File: config.mk
export PLATFORM = sky130hd
export DESIGN_NAME = wb_port_arbiter_flat
export DESIGN_NICKNAME = d
export VERILOG_FILES = /design/src/rtl/wb_port_arbiter_if.sv /design/src/rtl/wb_port_arbiter.sv /design/src/flat_wrapper.sv
export SDC_FILE = /design/constraint.sdc
export NUM_CORES = 1
export LEC_CHECK = 0
export BUFFER_PORTS_ARGS = -buffer_cell sky130_fd_sc_hd__buf_4
export CAP_MARGIN = 20
export CORE_ASPECT_RATIO = 0.8
export CORE_MARGIN = 4
export CORE_UTILIZATION = 45
export DETAILED_ROUTE_END_ITERATION = 8
export GPL_ROUTABILITY_DRIVEN = 0
export PLACE_DENSITY = 0.79
export SETUP_SLACK_MARGIN = 0.05
export SLEW_MARGIN = 20
export SYNTH_ARGS = -nofsm -noshare
export SYNTH_HDL_FRONTEND = slang
export SYNTH_SLANG_ARGS = --single-unit
File: constraint.sdc
create_clock -name sysclk -period 3.79 [get_ports sysclk]
set_input_delay 0.758 -clock sysclk [delete_from_list [all_inputs] [get_ports sysclk]]
set_output_delay 0.758 -clock sysclk [all_outputs]
set_load 0.02 [all_outputs]
File: src/rtl/wb_port_arbiter_if.sv
// Bundle between the two writeback requesters (ALU, MEM) and the
// register-file write port driven by wb_port_arbiter.
interface wb_port_arbiter_if #(
  parameter int DATA_W = 8,
  parameter int ADDR_W = 3
);
  // Handshake: a beat transfers on the rising edge where x_valid & x_ready.
  // x_ready never depends on x_valid; a source holds valid/addr/data
  // stable until the transfer edge.
  logic              alu_valid;
  logic              alu_ready;
  logic [ADDR_W-1:0] alu_addr;
  logic [DATA_W-1:0] alu_data;
  logic              mem_valid;
  logic              mem_ready;
  logic [ADDR_W-1:0] mem_addr;
  logic [DATA_W-1:0] mem_data;
  logic              wb_w;
  logic              wb_sel;
  logic [ADDR_W-1:0] wb_addr;
  logic [DATA_W-1:0] wb_data;
  logic [7:0]        stall_cnt;
  logic [1:0]        dbg_state;

  modport slave (
    input  alu_valid, alu_addr, alu_data, mem_valid, mem_addr, mem_data,
    output alu_ready, mem_ready, wb_w, wb_sel, wb_addr, wb_data, stall_cnt,
           dbg_state
  );

  modport master (
    output alu_valid, alu_addr, alu_data, mem_valid, mem_addr, mem_data,
    input  alu_ready, mem_ready, wb_w, wb_sel, wb_addr, wb_data, stall_cnt,
           dbg_state
  );
endinterface

File: src/rtl/wb_port_arbiter.sv
// Writeback port arbiter: two 1-entry holding buffers (ALU, MEM) sharing
// one register-file write port, round-robin with an age override on WAW.
module wb_port_arbiter #(
  parameter int DATA_W = 8,
  parameter int ADDR_W = 3
) (
  input logic           sysclk,
  input logic           reset_n,
  wb_port_arbiter_if.slave bus
);
  // State bits are {alu_full, mem_full}.
  typedef enum logic [1:0] {
    IDLE     = 2'b00,
    MEM_ONLY = 2'b01,
    ALU_ONLY = 2'b10,
    BOTH     = 2'b11
  } state_e;

  localparam logic GRANT_ALU = 1'b0;
  localparam logic GRANT_MEM = 1'b1;

  state_e            state_q, state_d;
  logic [ADDR_W-1:0] alu_addr_q, alu_addr_d, mem_addr_q, mem_addr_d;
  logic [DATA_W-1:0] alu_data_q, alu_data_d, mem_data_q, mem_data_d;
  logic              mem_older_q, mem_older_d;
  logic              last_grant_q, last_grant_d;
  logic [7:0]        stall_q, stall_d;
  logic              wb_w_q, wb_w_d, wb_sel_q, wb_sel_d;
  logic [ADDR_W-1:0] wb_addr_q, wb_addr_d;
  logic [DATA_W-1:0] wb_data_q, wb_data_d;

  logic alu_grant, mem_grant, alu_ready, mem_ready, alu_acc, mem_acc;

  always_ff @(posedge sysclk or negedge reset_n) begin
    if (!reset_n) begin
      state_q      <= IDLE;
      alu_addr_q   <= '0;
      alu_data_q   <= '0;
      mem_addr_q   <= '0;
      mem_data_q   <= '0;
      mem_older_q  <= 1'b0;
      last_grant_q <= GRANT_ALU;
      stall_q      <= '0;
      wb_w_q       <= 1'b0;
      wb_sel_q     <= 1'b0;
      wb_addr_q    <= '0;
      wb_data_q    <= '0;
    end else begin
      state_q      <= state_d;
      alu_addr_q   <= alu_addr_d;
      alu_data_q   <= alu_data_d;
      mem_addr_q   <= mem_addr_d;
      mem_data_q   <= mem_data_d;
      mem_older_q  <= mem_older_d;
      last_grant_q <= last_grant_d;
      stall_q      <= stall_d;
      wb_w_q       <= wb_w_d;
      wb_sel_q     <= wb_sel_d;
      wb_addr_q    <= wb_addr_d;
      wb_data_q    <= wb_data_d;
    end
  end

  always_comb begin
    alu_acc     = bus.alu_valid & alu_ready;
    mem_acc     = bus.mem_valid & mem_ready;
    state_d     = state_e'({alu_acc | (state_q[1] & ~alu_grant),
                            mem_acc | (state_q[0] & ~mem_grant)});
    alu_addr_d  = alu_acc ? bus.alu_addr : alu_addr_q;
    alu_data_d  = alu_acc ? bus.alu_data : alu_data_q;
    mem_addr_d  = mem_acc ? bus.mem_addr : mem_addr_q;
    mem_data_d  = mem_acc ? bus.mem_data : mem_data_q;
    // ALU is older only if it sits through this edge while MEM (re)loads;
    // any same-edge fill leaves MEM as the earlier instruction.
    mem_older_d = ~(state_q[1] & ~alu_grant);
    last_grant_d = last_grant_q;
    if (alu_grant) last_grant_d = GRANT_ALU;
    if (mem_grant) last_grant_d = GRANT_MEM;
    stall_d = stall_q;
    if (state_q == BOTH && stall_q != 8'hFF) stall_d = stall_q + 8'd1;
    wb_w_d    = alu_grant | mem_grant;
    wb_sel_d  = wb_sel_q;
    wb_addr_d = wb_addr_q;
    wb_data_d = wb_data_q;
    if (alu_grant) begin
      wb_sel_d  = 1'b0;
      wb_addr_d = alu_addr_q;
      wb_data_d = alu_data_q;
    end
    if (mem_grant) begin
      wb_sel_d  = 1'b1;
      wb_addr_d = mem_addr_q;
      wb_data_d = mem_data_q;
    end
  end

  always_comb begin
    alu_grant = 1'b0;
    mem_grant = 1'b0;
    case (state_q)
      ALU_ONLY: alu_grant = 1'b1;
      MEM_ONLY: mem_grant = 1'b1;
      BOTH: begin
        // Same destination: the older write must land first.
        if (alu_addr_q == mem_addr_q) begin
          mem_grant = mem_older_q;
          alu_grant = ~mem_older_q;
        end else begin
          mem_grant = (last_grant_q == GRANT_ALU);
          alu_grant = (last_grant_q == GRANT_MEM);
        end
      end
      default: ;
    endcase
    alu_ready = ~state_q[1] | alu_grant;
    mem_ready = ~state_q[0] | mem_grant;
  end

  assign bus.alu_ready = alu_ready;
  assign bus.mem_ready = mem_ready;
  assign bus.wb_w      = wb_w_q;
  assign bus.wb_sel    = wb_sel_q;
  assign bus.wb_addr   = wb_addr_q;
  assign bus.wb_data   = wb_data_q;
  assign bus.stall_cnt = stall_q;
  assign bus.dbg_state = state_q;
endmodule

File: src/flat_wrapper.sv
// flat-port wrapper written by rule: the top's interface ports become plain ports
module wb_port_arbiter_flat 
#(
  parameter int DATA_W = 8,
  parameter int ADDR_W = 3
)
  (sysclk, reset_n, bus_alu_valid, bus_alu_addr, bus_alu_data, bus_mem_valid, bus_mem_addr, bus_mem_data, bus_alu_ready, bus_mem_ready, bus_wb_w, bus_wb_sel, bus_wb_addr, bus_wb_data, bus_stall_cnt, bus_dbg_state);
  wb_port_arbiter_if #(.DATA_W(DATA_W), .ADDR_W(ADDR_W)) bus_i ();
  input logic sysclk;
  input logic reset_n;
  input wire logic [$bits(bus_i.alu_valid)-1:0] bus_alu_valid;
  input wire logic [$bits(bus_i.alu_addr)-1:0] bus_alu_addr;
  input wire logic [$bits(bus_i.alu_data)-1:0] bus_alu_data;
  input wire logic [$bits(bus_i.mem_valid)-1:0] bus_mem_valid;
  input wire logic [$bits(bus_i.mem_addr)-1:0] bus_mem_addr;
  input wire logic [$bits(bus_i.mem_data)-1:0] bus_mem_data;
  output wire logic [$bits(bus_i.alu_ready)-1:0] bus_alu_ready;
  output wire logic [$bits(bus_i.mem_ready)-1:0] bus_mem_ready;
  output wire logic [$bits(bus_i.wb_w)-1:0] bus_wb_w;
  output wire logic [$bits(bus_i.wb_sel)-1:0] bus_wb_sel;
  output wire logic [$bits(bus_i.wb_addr)-1:0] bus_wb_addr;
  output wire logic [$bits(bus_i.wb_data)-1:0] bus_wb_data;
  output wire logic [$bits(bus_i.stall_cnt)-1:0] bus_stall_cnt;
  output wire logic [$bits(bus_i.dbg_state)-1:0] bus_dbg_state;
  assign bus_i.alu_valid = bus_alu_valid;
  assign bus_i.alu_addr = bus_alu_addr;
  assign bus_i.alu_data = bus_alu_data;
  assign bus_i.mem_valid = bus_mem_valid;
  assign bus_i.mem_addr = bus_mem_addr;
  assign bus_i.mem_data = bus_mem_data;
  assign bus_alu_ready = bus_i.alu_ready;
  assign bus_mem_ready = bus_i.mem_ready;
  assign bus_wb_w = bus_i.wb_w;
  assign bus_wb_sel = bus_i.wb_sel;
  assign bus_wb_addr = bus_i.wb_addr;
  assign bus_wb_data = bus_i.wb_data;
  assign bus_stall_cnt = bus_i.stall_cnt;
  assign bus_dbg_state = bus_i.dbg_state;
  wb_port_arbiter #(.DATA_W(DATA_W), .ADDR_W(ADDR_W)) u_core (.sysclk(sysclk), .reset_n(reset_n), .bus(bus_i));
endmodule
==> results.yml <==
global_routing:
  grt_max_degree: 47
  grt_pass1_vias: 1374
  grt_pass1_wl_um: 6620
  gr-total-overflow: 0
  grt_usage_pct: 14.5
  antenna_found_initial: 0
die:
  initial_utilization_pct: 46.6
  num_rows: 22
  die_x_um: 84.9
  die-area_sq_um: 5900
  die_h_um: 69.5
  core_area_sq_um: 4570
  io_pins: 51
route:
  vias: 1244
  firstDrtPassIters: 4
  drt_iter0_drc: 51
  wire_per_inst_um: 16.7
  drt_wl_total_um: 4160
  antenna_left: 0
  routed_via_density: 5.00
  drc: 0
final_layout:
  drive_gt1_share_pct: 58.7
  nets: 215
  syn_to_final_growth_pct: 23.8
  final_cells: 249
  design_area_sq_um: 2640
  antenna_cells: 0
cts:
  clock-sinks: 46
  root_buffer: "clkbuf_8"
  cts_resized: 0
  clock_path_buffers: 2
  clk_pin_slew_ns: 0.09
  hold_buffers: 0
  numCtsBuffers: 5
  cts_tree: "yes"
  cts_setup_buffers: 0
  clk_latency_ns: 0.30
  htree_levels: 2
worst_setup_path:
  cp-end-kind: "primary output"
  cp-start-kind: "flop"
  cp.arrival_ns: 1.97
  reg2reg_to: "u_core.alu_addr_q[2]$_DFFE_PN0P_"
  timing.rr.start: "u_core.bus.dbg_state[0]$_DFF_PN0_"
  reg2reg_depth: 3
  critPathKind: "reg2out"
  path_max_fanout: 4
  cp.required_ns: 3.03
  reg2reg_slack_ns: 1.32
power:
  seqPwrFrac_pct: 39.2
  vdd_drop_max_mv: 0.288
  p_comb_share_pct: 46.6
  clockPowerShare_pct: 14.2
  finalPower_w: 0.00216
  power_density_nw_per_um2: 821
  p_leak_nw: 1.26
  intPower_w: 0.00139
  p_sw_w: 0.000776
  p_sw_share_pct: 35.9
timing:
  fin_crit_sh_pct: 71.9
  fmax_mhz: 367
  hold_ws_ns: 0.439
  fin_tns_setup_ns: 0
  min_period_ns: 2.72
  hold_viol: 0
  setup_violations: 0
  rsz0062_at_grt: "false"
  slew_headroom_pct: 45.6
  skew_ns: 0.0125
  worst_pin_slew_ns: 0.816
  report.final.slew_viol_count: 0
logic_synthesis:
  ys_top_cells_by_area: "dfrtp_1, mux2_4, mux2_2"
  yosys_register_bits: 46
  ys.flop_type: "dfrtp_1"
  async_flop_share_pct: 100
  synth_edf_count: 0
  syn_area_sq_um: 2130
  ys_seq_area_share_pct: 54.1
  yosysTopAreaCellShare_pct: 54.1
  synth.avg_cell_area_sq_um: 15.8
  synthCells: 135
  netlist.top_cell.by_area: "dfrtp_1"
  yosys_warnings: 0
  synth.net_count: 162
  synth_cell_types: 25
placement:
  hpwl_um: 3010
  dp.cells: 241
  io_buffers: 50
  place_area_sq_um: 2540
hold_path:
  min_path_type: "in2async"
flow_run:
  maxCapViolCount: 0
status:
  status: "complete, no violations"
## logic make-up (layout without fill, tap and decap cells)
family                     count (synthesis)  after routing  share of synthesized area, %
DFF                                       46             46                          54.1
buffers and inverters                      7             61                          2.35
muxes                                     45             45                          28.9
xor gates and xnor gates                  10             10                          4.12
adders and majority gates                  1              1                         0.588
AOI/OAI and AO/OA                          9              9                          5.11
and+or+nand+nor                           17             17                          4.82
## layout by cell type (no fill, tap or decap), drive strengths merged, types with 2 or more instances in the layout
master	n
buf	51
dfrtp	46
mux2	45
xnor2	8
clkbuf	7
nand2	4
and3	3
a31oi	3
o31ai	3
inv	2
nor2	2
o21bai	2
nand3	2
xor2	2
nand4	2
and4	2
## sequential cells by signal, summed over array words and instances, names as in the netlist
signal	count
u_core.alu_data_q	8
u_core.bus.stall_cnt	8
u_core.bus.wb_data	8
u_core.mem_data_q	8
u_core.alu_addr_q	3
u_core.bus.wb_addr	3
u_core.mem_addr_q	3
u_core.bus.dbg_state	2
u_core.bus.wb_w	1
u_core.last_grant_q	1
u_core.mem_older_q	1
## routing by layer
metal	GRT usage (%)	wire, um
met1	18.0	1850
met2	23.5	2010
met4	5.27	70
met5	0	0
met3	4.87	218
## worst max-delay path: stages (launching register included)
cell     delay (ns)
dfrtp_1        0.42
xnor2_1        0.38
a31oi_2        0.23
nor2_1         0.23
nand3_1        0.17
buf_4          0.23
## worst max path at each step
stage | startpoint | end | slack, ns | cells past startpoint
floorplan | u_core.mem_addr_q[0]$_DFFE_PN0P_ | bus_alu_ready | 1.79 | 4
global placement | u_core.bus.dbg_state[0]$_DFF_PN0_ | u_core.alu_addr_q[2]$_DFFE_PN0P_ | 1.47 | 3
detailed placement | u_core.bus.dbg_state[0]$_DFF_PN0_ | u_core.alu_addr_q[2]$_DFFE_PN0P_ | 1.35 | 3
CTS | u_core.mem_addr_q[1]$_DFFE_PN0P_ | bus_alu_ready | 1.10 | 5
global route | u_core.mem_addr_q[1]$_DFFE_PN0P_ | bus_alu_ready | 0.97 | 5
finish | u_core.mem_addr_q[1]$_DFFE_PN0P_ | bus_alu_ready | 1.07 | 5
## power by group through the flow
stage | logic [W] | registers (W) | clock network (W)
after floorplan | 0.000609 | 0.000937 | 0
final | 0.00101 | 0.000848 | 0.000307
after global placement | 0.000977 | 0.000834 | 0
after detailed placement | 0.00101 | 0.000856 | 0
after global routing | 0.00107 | 0.000876 | 0.000328
after CTS | 0.00102 | 0.000849 | 0.000310
## synthesized netlist by cell type (2+ instances only)
master and instances:
a31oi_2 2, and3_1 3, buf_6 3, dfrtp_1 46, inv_1 2, mux2_2 16
mux2_4 29, nand2_1 4, nand3_1 2, nand4_1 2, nor2_1 2, o21bai_1 2
o31ai_4 2, xnor2_1 8, xor2_1 2
## metrics by stage
step                      worst slack, ns  util (%)
after global placement               1.47      55.7
final                                1.07      57.7
after detailed placement             1.35      55.7
after CTS                            1.10      57.7
after floorplan                      1.79         -
after global routing                0.974      57.7
## final cells by class
type	instances	area (sq um)
timing repair buffer	51	383
tap	60	75.1
sequential	46	1150
inverter	2	7.51
clock inverter	1	5.00
fill	378	1930
multi-input combinational	82	927
clock buffer	7	86.3
Note: power is estimated with default switching activity, not from simulation.
